### config.mk
export PLATFORM = sky130hd
export DESIGN_NAME = oam_dma
export DESIGN_NICKNAME = d
export VERILOG_FILES = /design/src/rtl/oam_dma.sv
export SDC_FILE = /design/constraint.sdc
export NUM_CORES = 1
export LEC_CHECK = 0
export ABC_AREA = 1
export BUFFER_PORTS_ARGS = -buffer_cell sky130_fd_sc_hd__buf_4
export CAP_MARGIN = 20
export CORE_AREA = 8 8 80 82
export CTS_BUF_LIST = sky130_fd_sc_hd__clkbuf_8
export DETAILED_ROUTE_END_ITERATION = 8
export DIE_AREA = 0 0 88 90
export PLACE_DENSITY = 0.78
export SLEW_MARGIN = 20
export SYNTH_ARGS = -nofsm -noshare
export SYNTH_HDL_FRONTEND = slang
export SYNTH_SLANG_ARGS = --single-unit
### constraint.sdc
create_clock -name clk -period 1.6 [get_ports clk]
set_input_delay 0.32 -clock clk [delete_from_list [all_inputs] [get_ports clk]]
set_output_delay 0.32 -clock clk [all_outputs]
set_load 0.02 [all_outputs]
### src/rtl/oam_dma.sv
// OAM DMA engine: copies XFER_LEN bytes from a 256-byte source page to DST_BASE, one byte per slot.
// Optional echo-RAM page remap at capture is enabled by defining OAM_DMA_ECHO_REMAP_EN.
module oam_dma #(
    parameter int unsigned XFER_LEN        = 160,
    parameter logic [15:0] DST_BASE        = 16'hFE00,
    parameter int unsigned CYCLES_PER_BYTE = 4,
    parameter int unsigned START_DELAY     = 1
) (
    input  logic        clk,
    input  logic        rst_n,
    input  logic        start,
    input  logic [7:0]  src_page,
    input  logic        bus_gnt,
    input  logic [7:0]  r_data,
    output logic        bus_req,
    output logic [15:0] r_addr,
    output logic [15:0] w_addr,
    output logic [7:0]  w_data,
    output logic        wen,
    output logic        busy,
    output logic        done
);

    localparam int unsigned TW       = (CYCLES_PER_BYTE > 1) ? $clog2(CYCLES_PER_BYTE) : 1;
    localparam logic [TW-1:0] LAST_T = TW'(CYCLES_PER_BYTE - 1);
    localparam logic [7:0] LAST_IDX  = 8'(XFER_LEN - 1);
    localparam logic [15:0] DLY_LOAD = 16'(START_DELAY * CYCLES_PER_BYTE - 1);

    typedef enum logic [2:0] {StIdle, StReq, StDelay, StXfer, StDone} state_e;

    state_e        state_q, state_d;
    logic [7:0]    page_q, page_d;
    logic [7:0]    idx_q, idx_d;
    logic [TW-1:0] t_q, t_d;
    logic [15:0]   dly_q, dly_d;

    function automatic logic [7:0] capture_page(input logic [7:0] p);
`ifdef OAM_DMA_ECHO_REMAP_EN
        // E0..FF alias C0..DF on the DMG bus decode.
        return (p >= 8'hE0) ? (p - 8'h20) : p;
`else
        return p;
`endif
    endfunction

    always_ff @(posedge clk or negedge rst_n) begin
        if (!rst_n) begin
            state_q <= StIdle;
            page_q  <= 8'h00;
            idx_q   <= 8'h00;
            t_q     <= '0;
            dly_q   <= 16'h0000;
        end else begin
            state_q <= state_d;
            page_q  <= page_d;
            idx_q   <= idx_d;
            t_q     <= t_d;
            dly_q   <= dly_d;
        end
    end

    always_comb begin
        state_d = state_q;
        page_d  = page_q;
        idx_d   = idx_q;
        t_d     = t_q;
        dly_d   = dly_q;
        bus_req = 1'b0;
        busy    = (state_q != StIdle);
        done    = 1'b0;
        wen     = 1'b0;
        r_addr  = 16'h0000;
        w_addr  = 16'h0000;
        w_data  = r_data;

        unique case (state_q)
            StIdle: begin
            end
            StReq: begin
                bus_req = 1'b1;
                if (bus_gnt) begin
                    if (START_DELAY == 0) begin
                        state_d = StXfer;
                        t_d     = '0;
                    end else begin
                        state_d = StDelay;
                        dly_d   = DLY_LOAD;
                    end
                end
            end
            StDelay: begin
                bus_req = 1'b1;
                r_addr  = {page_q, idx_q};
                w_addr  = DST_BASE + {8'h00, idx_q};
                if (bus_gnt) begin
                    if (dly_q == 16'h0000) begin
                        state_d = StXfer;
                        t_d     = '0;
                    end else begin
                        dly_d = dly_q - 16'h0001;
                    end
                end
            end
            StXfer: begin
                bus_req = 1'b1;
                r_addr  = {page_q, idx_q};
                w_addr  = DST_BASE + {8'h00, idx_q};
                wen     = bus_gnt && (t_q == LAST_T);
                // Without the grant every counter holds, so the slot resumes where it stopped.
                if (bus_gnt) begin
                    if (t_q == LAST_T) begin
                        t_d = '0;
                        if (idx_q == LAST_IDX) begin
                            state_d = StDone;
                        end else begin
                            idx_d = idx_q + 8'd1;
                        end
                    end else begin
                        t_d = t_q + TW'(1);
                    end
                end
            end
            StDone: begin
                done    = 1'b1;
                state_d = StIdle;
            end
            default: begin
                state_d = StIdle;
            end
        endcase

        // A start in any state restarts; it overrides the DONE transition of a finishing copy.
        if (start) begin
            page_d  = capture_page(src_page);
            idx_d   = 8'h00;
            state_d = StReq;
        end
    end

endmodule

### After elaboration in Yosys (flattened, before gate mapping)

Cells that the tools add are included.

* flip-flop bits (word level): 37

* add/sub/neg operators: 4
* equal/unequal tests: 19
* muxes and demuxes: 27
* reduce and logical (&&, ||, !) cells: 15

Operators by type and width (number)
* 2-to-1 mux 16 bit: 5
* 2-to-1 mux 8 bit: 5
* one-hot mux 16 bit (2 select lines): 1
* 2-to-1 mux 3 bit: 7
* != test 3 bit (second input constant): 6
* logical NOT 16 bit: 1
* subtractor 16 x 1 -> 16 bit (second input constant): 1
* != test 2 bit (second input constant): 7
* one-hot mux 3 bit (4 select lines): 1
* AND reduction 4 bit: 3
* adder 10 x 9 -> 11 bit (first input constant): 1
* nonzero test 2 bit: 5
* adder 8 x 1 -> 8 bit (second input constant): 1
* == test 8 bit (second input constant): 1
* 2-to-1 mux 2 bit: 4
* AND reduction 7 bit: 1
* == test 3 x 2 -> 1 bit (second input constant): 2
* one-hot mux 2 bit (2 select lines): 1
* == test 3 x 1 -> 1 bit (second input constant): 1
* == test 3 bit (second input constant): 1
* logical NOT 3 bit: 1
* 2-to-1 mux 1 bit: 3
* nonzero test 3 bit: 1
* OR reduction 3 bit: 1
* other kinds (4): 4

### Depth between registers and ports, before layout

Gate-level depths: netlist (run 1).

* depth in word-level cells: 6
* gate-level depth with buffers: 11
* gate-level depth less buffers: 11

### Worst setup path before layout (run 1)

Ideal clock, no wire load.

* path kind: register to output
* from: register state_q[2]
* to: output w_addr[1]
* arrival time: 1.361 ns
* required time: 1.280 ns
* path slack: -0.081 ns
* cell stages (with the launch flop): 6
* path buffers: 2
* path through: dfrtp_1 > inv_2 > nand2_2 > clkbuf_1 > nor2_1 > buf_4

* word-level cells in the longest chain between the ends: 3

Ends and longest elaborated chain
* start, declared: RTL line 31 `state_e state_q, state_d;`
* start signal, assigned: RTL line 48 `state_q <= StIdle;`
* start signal, assigned: RTL line 54 `state_q <= state_d;`
* == test 3 x 2 -> 1 bit: RTL line 76 `unique case (state_q)`
* OR reduction 2 bit (no line) (*)
* 2-to-1 mux 16 bit (*)
* end, declared: RTL line 17 `output logic [15:0] w_addr,`

Every way passes the cells marked *; elsewhere a longest branch is shown, timed or not.

### Final worst setup path (run 1)

* from: register state_q[1]
* to: output w_addr[15]

Same word-level chain as after synthesis.

==> results by group, run 1 <==
Run status
  – Status: finished with violations
  – Failing checks: negative setup slack

Place
  – RePlAce Congestion: 0.846
  – # port buffers: 46
  – Hpwl dp: 4.19 mm

Synthesis
  – Post-Syn Instances: 355
  – Post-Syn Area: 0.00249 mm2
  – Post-synthesis register bit count: 37
  – Yosys warns: 0
  – Synth top area cells: dfrtp_1 37%, nand2_1 13%, nor2_1 8.7%, buf_4 6.9%, inv_1 6.3%
  – Syn Nets: 378
  – Distinct cells, synth: 30
  – Sequential area share after synthesis: 37.1%
  – Synth top area share: 37.1%
  – Post-synth top area cell: dfrtp_1
  – Mapped Avg Cell Area: 7.02 um2

Timing
  – Post-route minimum period: 1.65 ns
  – Fmax: 605 MHz
  – Final WS setup: -0.0531 ns
  – Final Hold Vio Count: 0
  – Clock Skew: 0.0103 ns
  – # setup viols final: 23
  – Unrepaired setup endpoints after global routing: true
  – Max-slew violations: 0
  – Period utilisation layout: 103%

Routing
  – DR iter-0 viols: 165
  – Vias/cell: 4.98
  – ANT nets after route: 0
  – Number of vias in the routed layout: 2,393
  – Final wirelength: 6.36 mm
  – Total iterations of the first detailed-routing run: 4
  – Drc violations: 0
  – Wire per inst: 13.2 um

GRT
  – First-pass GRT wire length: 10.1 mm
  – Grt total ovfl: 0
  – Total track usage: 15.6%
  – Largest net degree at the start of global routing: 38
  – Antenna violations before repair: 0
  – Vias in the first global route: 2,289

Critical path
  – CP Capture Type: primary output
  – Crit path DAT: 1.33 ns
  – CP required: 1.28 ns
  – Crit path launch type: register
  – Critical path class: reg -> out
  – Worst-path fanout max: 7

Clocking
  – CTS HTree Levels: 2
  – Worst skew pair latency: 0.30 ns
  – Clk slew on worst S/H paths: 0.09 ns
  – Root Buffer Master: clkbuf_8
  – CTS tree: yes
  – TritonCTS buffer count: 5
  – Clock sink total: 37
  – Max clock buf depth: 2

Floorplan
  – Initial Util: 47.6%
  – I/O pins: 64
  – Core footprint: 0.00524 mm2
  – FP Rows: 27
  – Die area: 0.00792 mm2
  – Die Width: 88 um
  – Die height: 90 um

Pwr
  – Cell Pwr Density: 1200 mW/mm2
  – Leakage: 1.67 nW
  – Total Power: 3.99 mW
  – Worst vdd ir: 607 uV

Final layout
  – Antenna diodes: 0
  – Nets: 431
  – P&R area growth vs syn: 33.7%
  – Final Util: 63.6%
  – # fillers: 427
  – Fraction of layout cells with a size suffix above 1: 35.5%

Job
  – Max-cap violations: 0

Hold path
  – Hold crit path type: in -> reg
kinds of logic after synthesis:
kind of cell             count (synthesis)  share of synthesized area [%]
XOR/XNOR                                 7                           2.46
adder cells (fa/ha/maj)                  3                           1.51
buffers and inverters                   74                           15.9
AND/OR/NAND/NOR                        207                           36.7
AO/OA/AOI/OAI                           26                           6.12
flip-flops                              37                           37.1
other                                    1                          0.150
stage by stage:
stage / worst slack [ns] / TNS, ns / area [um2] / hold slack, ns / cells
floorplan: -0.0492 / -0.344 / 2490 / 0.0244 / 355
detailed placement: 0.0215 / 0 / 2810 / 0.318 / 453
global placement: 0.0977 / 0 / 2810 / 0.318 / 453
global route: -0.101 / -2.40 / 3330 / 0.238 / 481
finish: -0.0531 / -0.563 / 3330 / 0.218 / 481
CTS: -0.0539 / -1.03 / 3010 / 0.217 / 466
report_power, final:
group / internal, mW / switching [mW] / total [mW]
clock: 0.467 / 0.362 / 0.829
sequential: 1.05 / 0.117 / 1.17
combinational: 0.846 / 1.15 / 2.00
state kept, by name, summed over array words and instances, names as in the netlist:
name / flops
dly_q: 16
idx_q: 8
page_q: 8
state_q: 3
t_q: 2
synth_stat cells, drive strengths merged:
cell and n:
nand2 100, nor2 62, inv 43, dfrtp 37
nand3 32, buf 27, o21ai 25, nor3 4
nor3b 4, xor2 4, clkbuf 3, ha 3
nand4 3, xnor2 3, or2 2, a21oi 1
clkinv 1, conb 1
layout make-up:
class / instances / area, um2 / share of cell area [%]
Timing Repair Buffer: 76 / 681 / 20.4
Tap cell: 72 / 90.1 / 2.70
Inverter: 44 / 169 / 5.07
Clock buffer: 5 / 68.8 / 2.07
Multi-Input combinational cell: 244 / 1340 / 40.3
Clock inverter: 3 / 46.3 / 1.39
Sequential cell: 37 / 933 / 28.0
worst max-delay path, stage by stage (launching register included):
cell	delay [ns]
dfrtp_2	0.44
nand2_4	0.13
buf_12	0.14
clkinvlp_4	0.13
buf_4	0.19
placed cells by master (no fill, tap or decap), types with 3 or more instances in the layout:
master	netlist	routed
buf_12	0	3
buf_4	23	57
buf_6	1	14
clkbuf_8	0	5
dfrtp_1	37	31
dfrtp_2	0	6
inv_1	42	39
inv_2	1	3
nand2_1	88	86
nand2_2	11	11
nand2_4	1	3
nand3_1	31	30
nor2_1	58	40
nor2_2	2	9
nor2_4	2	13
nor3b_1	4	4
o21ai_0	12	12
o21ai_1	8	8
o21ai_2	5	5
xnor2_1	3	3
xor2_1	4	4
worst paths after layout:
check | startpoint | cells past startpoint | to | slack, ns
setup / recovery | state_q[1] | 4 | w_addr[15] | -0.05
hold / removal | src_page[7] | 3 | page_q[7] | 0.22
setup reg to reg | state_q[2] | 10 | dly_q[0] | 0.09
hold reg to reg | t_q[1] | 2 | t_q[1] | 0.49
max in group asynchronous | rst_n | 2 | dly_q[12] | 0.71
min in group asynchronous | rst_n | 2 | dly_q[3] | 0.53
metal layers:
layer  vias up  GRT usage, %  routed length [um]
li1       1188             -                   -
met2        52          26.4                3210
met5         -             0                   0
met4         0          7.75                 199
met1      1135          17.5                2690
met3        18          3.64                 258
repair_timing:
item,4_1_cts,5_1_grt
setup endpoints to repair,33,62
gates resized for setup,11,55
hold endpoints to repair,15,0
cloned,0,1
hold buffers,1,0
buffers inserted,4,14
pin swaps,2,6
No activity file was read; power rests on OpenSTA's default activity.
==> run 2, diff against run 1 <==
--- a/config.mk
+++ b/config.mk
@@ -5,13 +5,11 @@
 export SDC_FILE = /design/constraint.sdc
 export NUM_CORES = 1
 export LEC_CHECK = 0
-export ABC_AREA = 1
 export BUFFER_PORTS_ARGS = -buffer_cell sky130_fd_sc_hd__buf_4
-export CAP_MARGIN = 20
-export CORE_AREA = 8 8 80 82
+export CORE_AREA = 8 8 77 79
 export CTS_BUF_LIST = sky130_fd_sc_hd__clkbuf_8
 export DETAILED_ROUTE_END_ITERATION = 8
-export DIE_AREA = 0 0 88 90
+export DIE_AREA = 0 0 85 87
 export PLACE_DENSITY = 0.78
 export SLEW_MARGIN = 20
 export SYNTH_ARGS = -nofsm -noshare
==> constraint.sdc (replaced) <==
create_clock -name clk -period 1.6 [get_ports clk]
set_input_delay 0.32 -clock clk [delete_from_list [all_inputs] [get_ports clk]]
set_output_delay 0.32 -clock clk [all_outputs]
set_load 0.005 [all_outputs]
==> run 2 against run 1 <==
Against the previous run:
- the flow still finishes with violations (negative setup slack)
- setup slack got worse by 0.11 ns
- non-clock buffer count increased by 40
- via count decreased by 9.5%
- combinational power decreased by 67%
- sequential power decreased by 10%
- register-to-register slack got worse by 0.25 ns
- clock-buffer cell count increased by 1
- area after synthesis decreased by 10%
- critical path type is now reg -> reg
- largest cell class unchanged
- largest power group is now registers
==> results by group, run 2 <==
Place
  – RePlAce Congestion: 0.869 (+2.7%)
  – Hpwl dp: 4.11 mm (-1.9%)
  – Setup WS pre-CTS: -0.131 ns (-0.153 ns)
  – # port buffers: 46 (unchanged)
  – Placed cell count: 362 (-20%)
  – DP Area: 0.00279 mm2 (-0.76%)

Floorplan
  – FP Rows: 26 (-3.7%)
  – Core footprint: 0.00485 mm2 (-7.4%)
  – Initial Util: 46.1% (-1.5 points)
  – Die Width: 85 um (-3.4%)
  – I/O pins: 64 (unchanged)
  – Die area: 0.00740 mm2 (-6.6%)
  – Die height: 87 um (-3.3%)

Clocking
  – TritonCTS buffer count: 5 (unchanged)
  – Clock sink total: 37 (unchanged)
  – Clk slew on worst S/H paths: 0.07 ns (-0.02 ns)
  – Max clock buf depth: 2 (unchanged)
  – Worst skew pair latency: 0.30 ns (about the same)
  – Root Buffer Master: clkbuf_8
  – CTS tree: yes
  – CTS HTree Levels: 2 (unchanged)

Critical path
  – Worst-path fanout max: 4 (-3)
  – Crit path DAT: 1.94 ns (+0.61 ns)
  – Crit path launch type: register
  – CP required: 1.78 ns (+0.50 ns)
  – CP max stage delay: 0.42 ns (-0.02 ns)
  – Worst R2R Setup Slack: -0.16 ns (-0.25 ns)
  – Worst-path cell chain: or2b_1 > nor4_4 > nor2b_2 > nand2b_4 > a221o_1
  – Worst Path Buf+Inv: 0 (-3)
  – Critical path class: reg -> reg
  – Worst path slowest cell: nor4_4
  – CP Capture Type: register
  – Cell family with most CP delay: simple AND/OR/NAND/NOR gates

GRT
  – Largest net degree at the start of global routing: 38 (unchanged)
  – Vias in the first global route: 2,133 (-6.8%)
  – Grt total ovfl: 0 (unchanged)
  – Total track usage: 16.3% (+0.70 points)
  – First-pass GRT wire length: 9.70 mm (-3.7%)
  – Antenna violations before repair: 0 (unchanged)

Synthesis
  – Mapped Avg Cell Area: 9.11 um2 (+30%)
  – Ys async rst share: 100% (unchanged)
  – Post-synth EDFFs: 0 (unchanged)
  – Post-Syn Instances: 245 (-31%)
  – Synth top area share: 41.5% (+4.3 points)
  – Post-synthesis register bit count: 37 (unchanged)
  – Post-Syn Area: 0.00223 mm2 (-10%)
  – Yosys warns: 0 (unchanged)
  – Synth top area cells: dfrtp_1 41%, buf_4 7.7%, and2_1 5.0%, nor2_1 4.5%, o21ai_0 4.3%
  – Synth top cells by count: 37 x dfrtp_1, 27 x nor2_1, 23 x buf_4
  – Post-synth top area cell: dfrtp_1
  – Syn Nets: 268 (-29%)
  – Distinct cells, synth: 46 (+53%)
  – Ys flop type: dfrtp_1
  – Sequential area share after synthesis: 41.5% (+4.3 points)
  – Most common cell in the netlist: dfrtp_1

Routing
  – DR iter-0 viols: 193 (+17%)
  – Drc violations: 0 (unchanged)
  – ANT nets after route: 0 (unchanged)
  – Total iterations of the first detailed-routing run: 4 (unchanged)
  – Wire per inst: 17.4 um (+32%)
  – Number of vias in the routed layout: 2,166 (-9.5%)
  – Vias/cell: 5.51 (+11%)
  – Final wirelength: 6.84 mm (+7.6%)

Final layout
  – Largest register by flop count: dly_q
  – Antenna diodes: 0 (unchanged)
  – Largest register FFs: 16 (unchanged)
  – Final Cell Area: 0.00362 mm2 (+8.8%)
  – Commonest non-fill, non-tap cell in the layout: buf_4
  – Commonest non-fill, non-tap cells in the layout: 85 x buf_4, 31 x dfrtp_1, 28 x buf_6
  – Fraction of layout cells with a size suffix above 1: 61.7% (+26 points)
  – Biggest regs: dly_q: 16 flops, idx_q: 8 flops, page_q: 8 flops
  – Nets: 359 (-17%)
  – P&R area growth vs syn: 62.4%
  – Non-Filler Instances: 393 (-18%)

Pwr
  – Cell Pwr Density: 707 mW/mm2 (-41%)
  – Clk pwr share: 33.4% (+13 points)
  – Power share of the sequential group: 40.9% (+12 points)
  – Worst vdd ir: 539 uV (-11%)
  – Net switching power: 0.717 mW (-56%)
  – P_int: 1.84 mW (-22%)
  – Leakage: 1.60 nW (-4.0%)
  – Combinational power share: 25.7% (-24 points)
  – Net Sw Frac: 28.0% (-13 points)

Timing
  – Post-route minimum period: 1.76 ns (+0.109 ns)
  – Unrepaired setup endpoints after global routing: true
  – Final Hold Vio Count: 0 (unchanged)
  – # setup viols final: 42 (+83%)
  – Clock Skew: 0.0102 ns (-0.000168 ns)
  – Min Hold Slack: 0.248 ns (+0.0299 ns)
  – Setup_tns: -3.06 ns (-2.50 ns)
  – Fmax: 567 MHz (-6.2%)
  – Final WS setup: -0.162 ns (-0.109 ns)
  – Period utilisation layout: 110% (+6.8 points)
  – Max-slew violations: 0 (unchanged)

Hold path
  – Hold crit path type: in -> reg

Job
  – Max-cap violations: 0 (unchanged)

Run status
  – Failing checks: negative setup slack
  – Status: finished with violations
==> run 2: worst paths after layout <==
path | endpoint | from | cells after the start
setup / recovery | state_q[0] | idx_q[5] | 5
hold / removal | page_q[6] | src_page[6] | 2
setup reg to reg | state_q[0] | idx_q[5] | 5
hold reg to reg | t_q[0] | t_q[0] | 1
max in group asynchronous | state_q[2] | rst_n | 2
min in group asynchronous | dly_q[4] | rst_n | 2
==> run 2: area by class of cell <==
type | instances | area, um2
clock buffers | 6 | 82.6
clock inverters | 2 | 33.8
fillers | 296 | 1220
inverters | 3 | 13.8
multi-input cells | 173 | 1490
flip-flops and latches | 37 | 933
well taps | 56 | 70.1
repair buffers | 116 | 1000
==> run 2: worst reg2reg max path, cell delays in order, from the launching register on <==
cell	delay (ns)
dfrtp_1	0.40
or2b_1	0.28
nor4_4	0.42
nor2b_2	0.09
nand2b_4	0.15
a221o_1	0.31
==> run 2: kinds of logic (layout without fill, tap and decap cells) <==
kind of cell | Yosys count | after routing | synth area share (%)
AND/OR/NAND/NOR | 104 | 104 | 26.3
XOR/XNOR | 9 | 9 | 3.53
multiplexers | 8 | 8 | 4.04
other | 1 | 1 | 0.168
buffers and inverters | 35 | 127 | 9.98
adder cells (fa/ha/maj) | 3 | 3 | 1.68
flip-flops | 37 | 37 | 41.5
AO/OA/AOI/OAI | 48 | 48 | 12.8
==> run 2: layer usage <==
layer | GRT usage (%) | part of all wire [%] | vias to the layer above
li1 | - | - | 1016
met1 | 16.5 | 35 | 1074
met2 | 30.4 | 57 | 65
met3 | 5.28 | 5.8 | 11
met4 | 5.83 | 1.6 | 0
met5 | 0 | 0 | -
==> run 2: power by group through the flow <==
| stage | Clock (mW) | Sequential, mW | Combinational, mW |
|---|---|---|---|
| floorplan | 0 | 1.04 | 0.283 |
| global placement | 0 | 1.05 | 0.461 |
| detailed placement | 0 | 1.06 | 0.470 |
| CTS | 0.853 | 1.04 | 0.543 |
| global route | 0.903 | 1.05 | 0.714 |
| finish | 0.857 | 1.05 | 0.658 |
==> run 2: through the flow <==
step	total power, mW	utilization (%)
3_3_place_gp	1.51	57.5
3_5_place_dp	1.53	57.5
2_1_floorplan	1.33	-
6_report	2.56	74.8
5_1_grt	2.67	74.8
4_1_cts	2.44	65.9
==> run 2: what timing repair did <==
| item | CTS | global route |
|---|---|---|
| resized for setup | 56 | 78 |
| setup endpoints to repair | 54 | 57 |
| hold buffers | 1 | 0 |
| endpoints found under the hold margin | 31 | 0 |
| setup buffers | 9 | 15 |
| pin swaps | 7 | 27 |
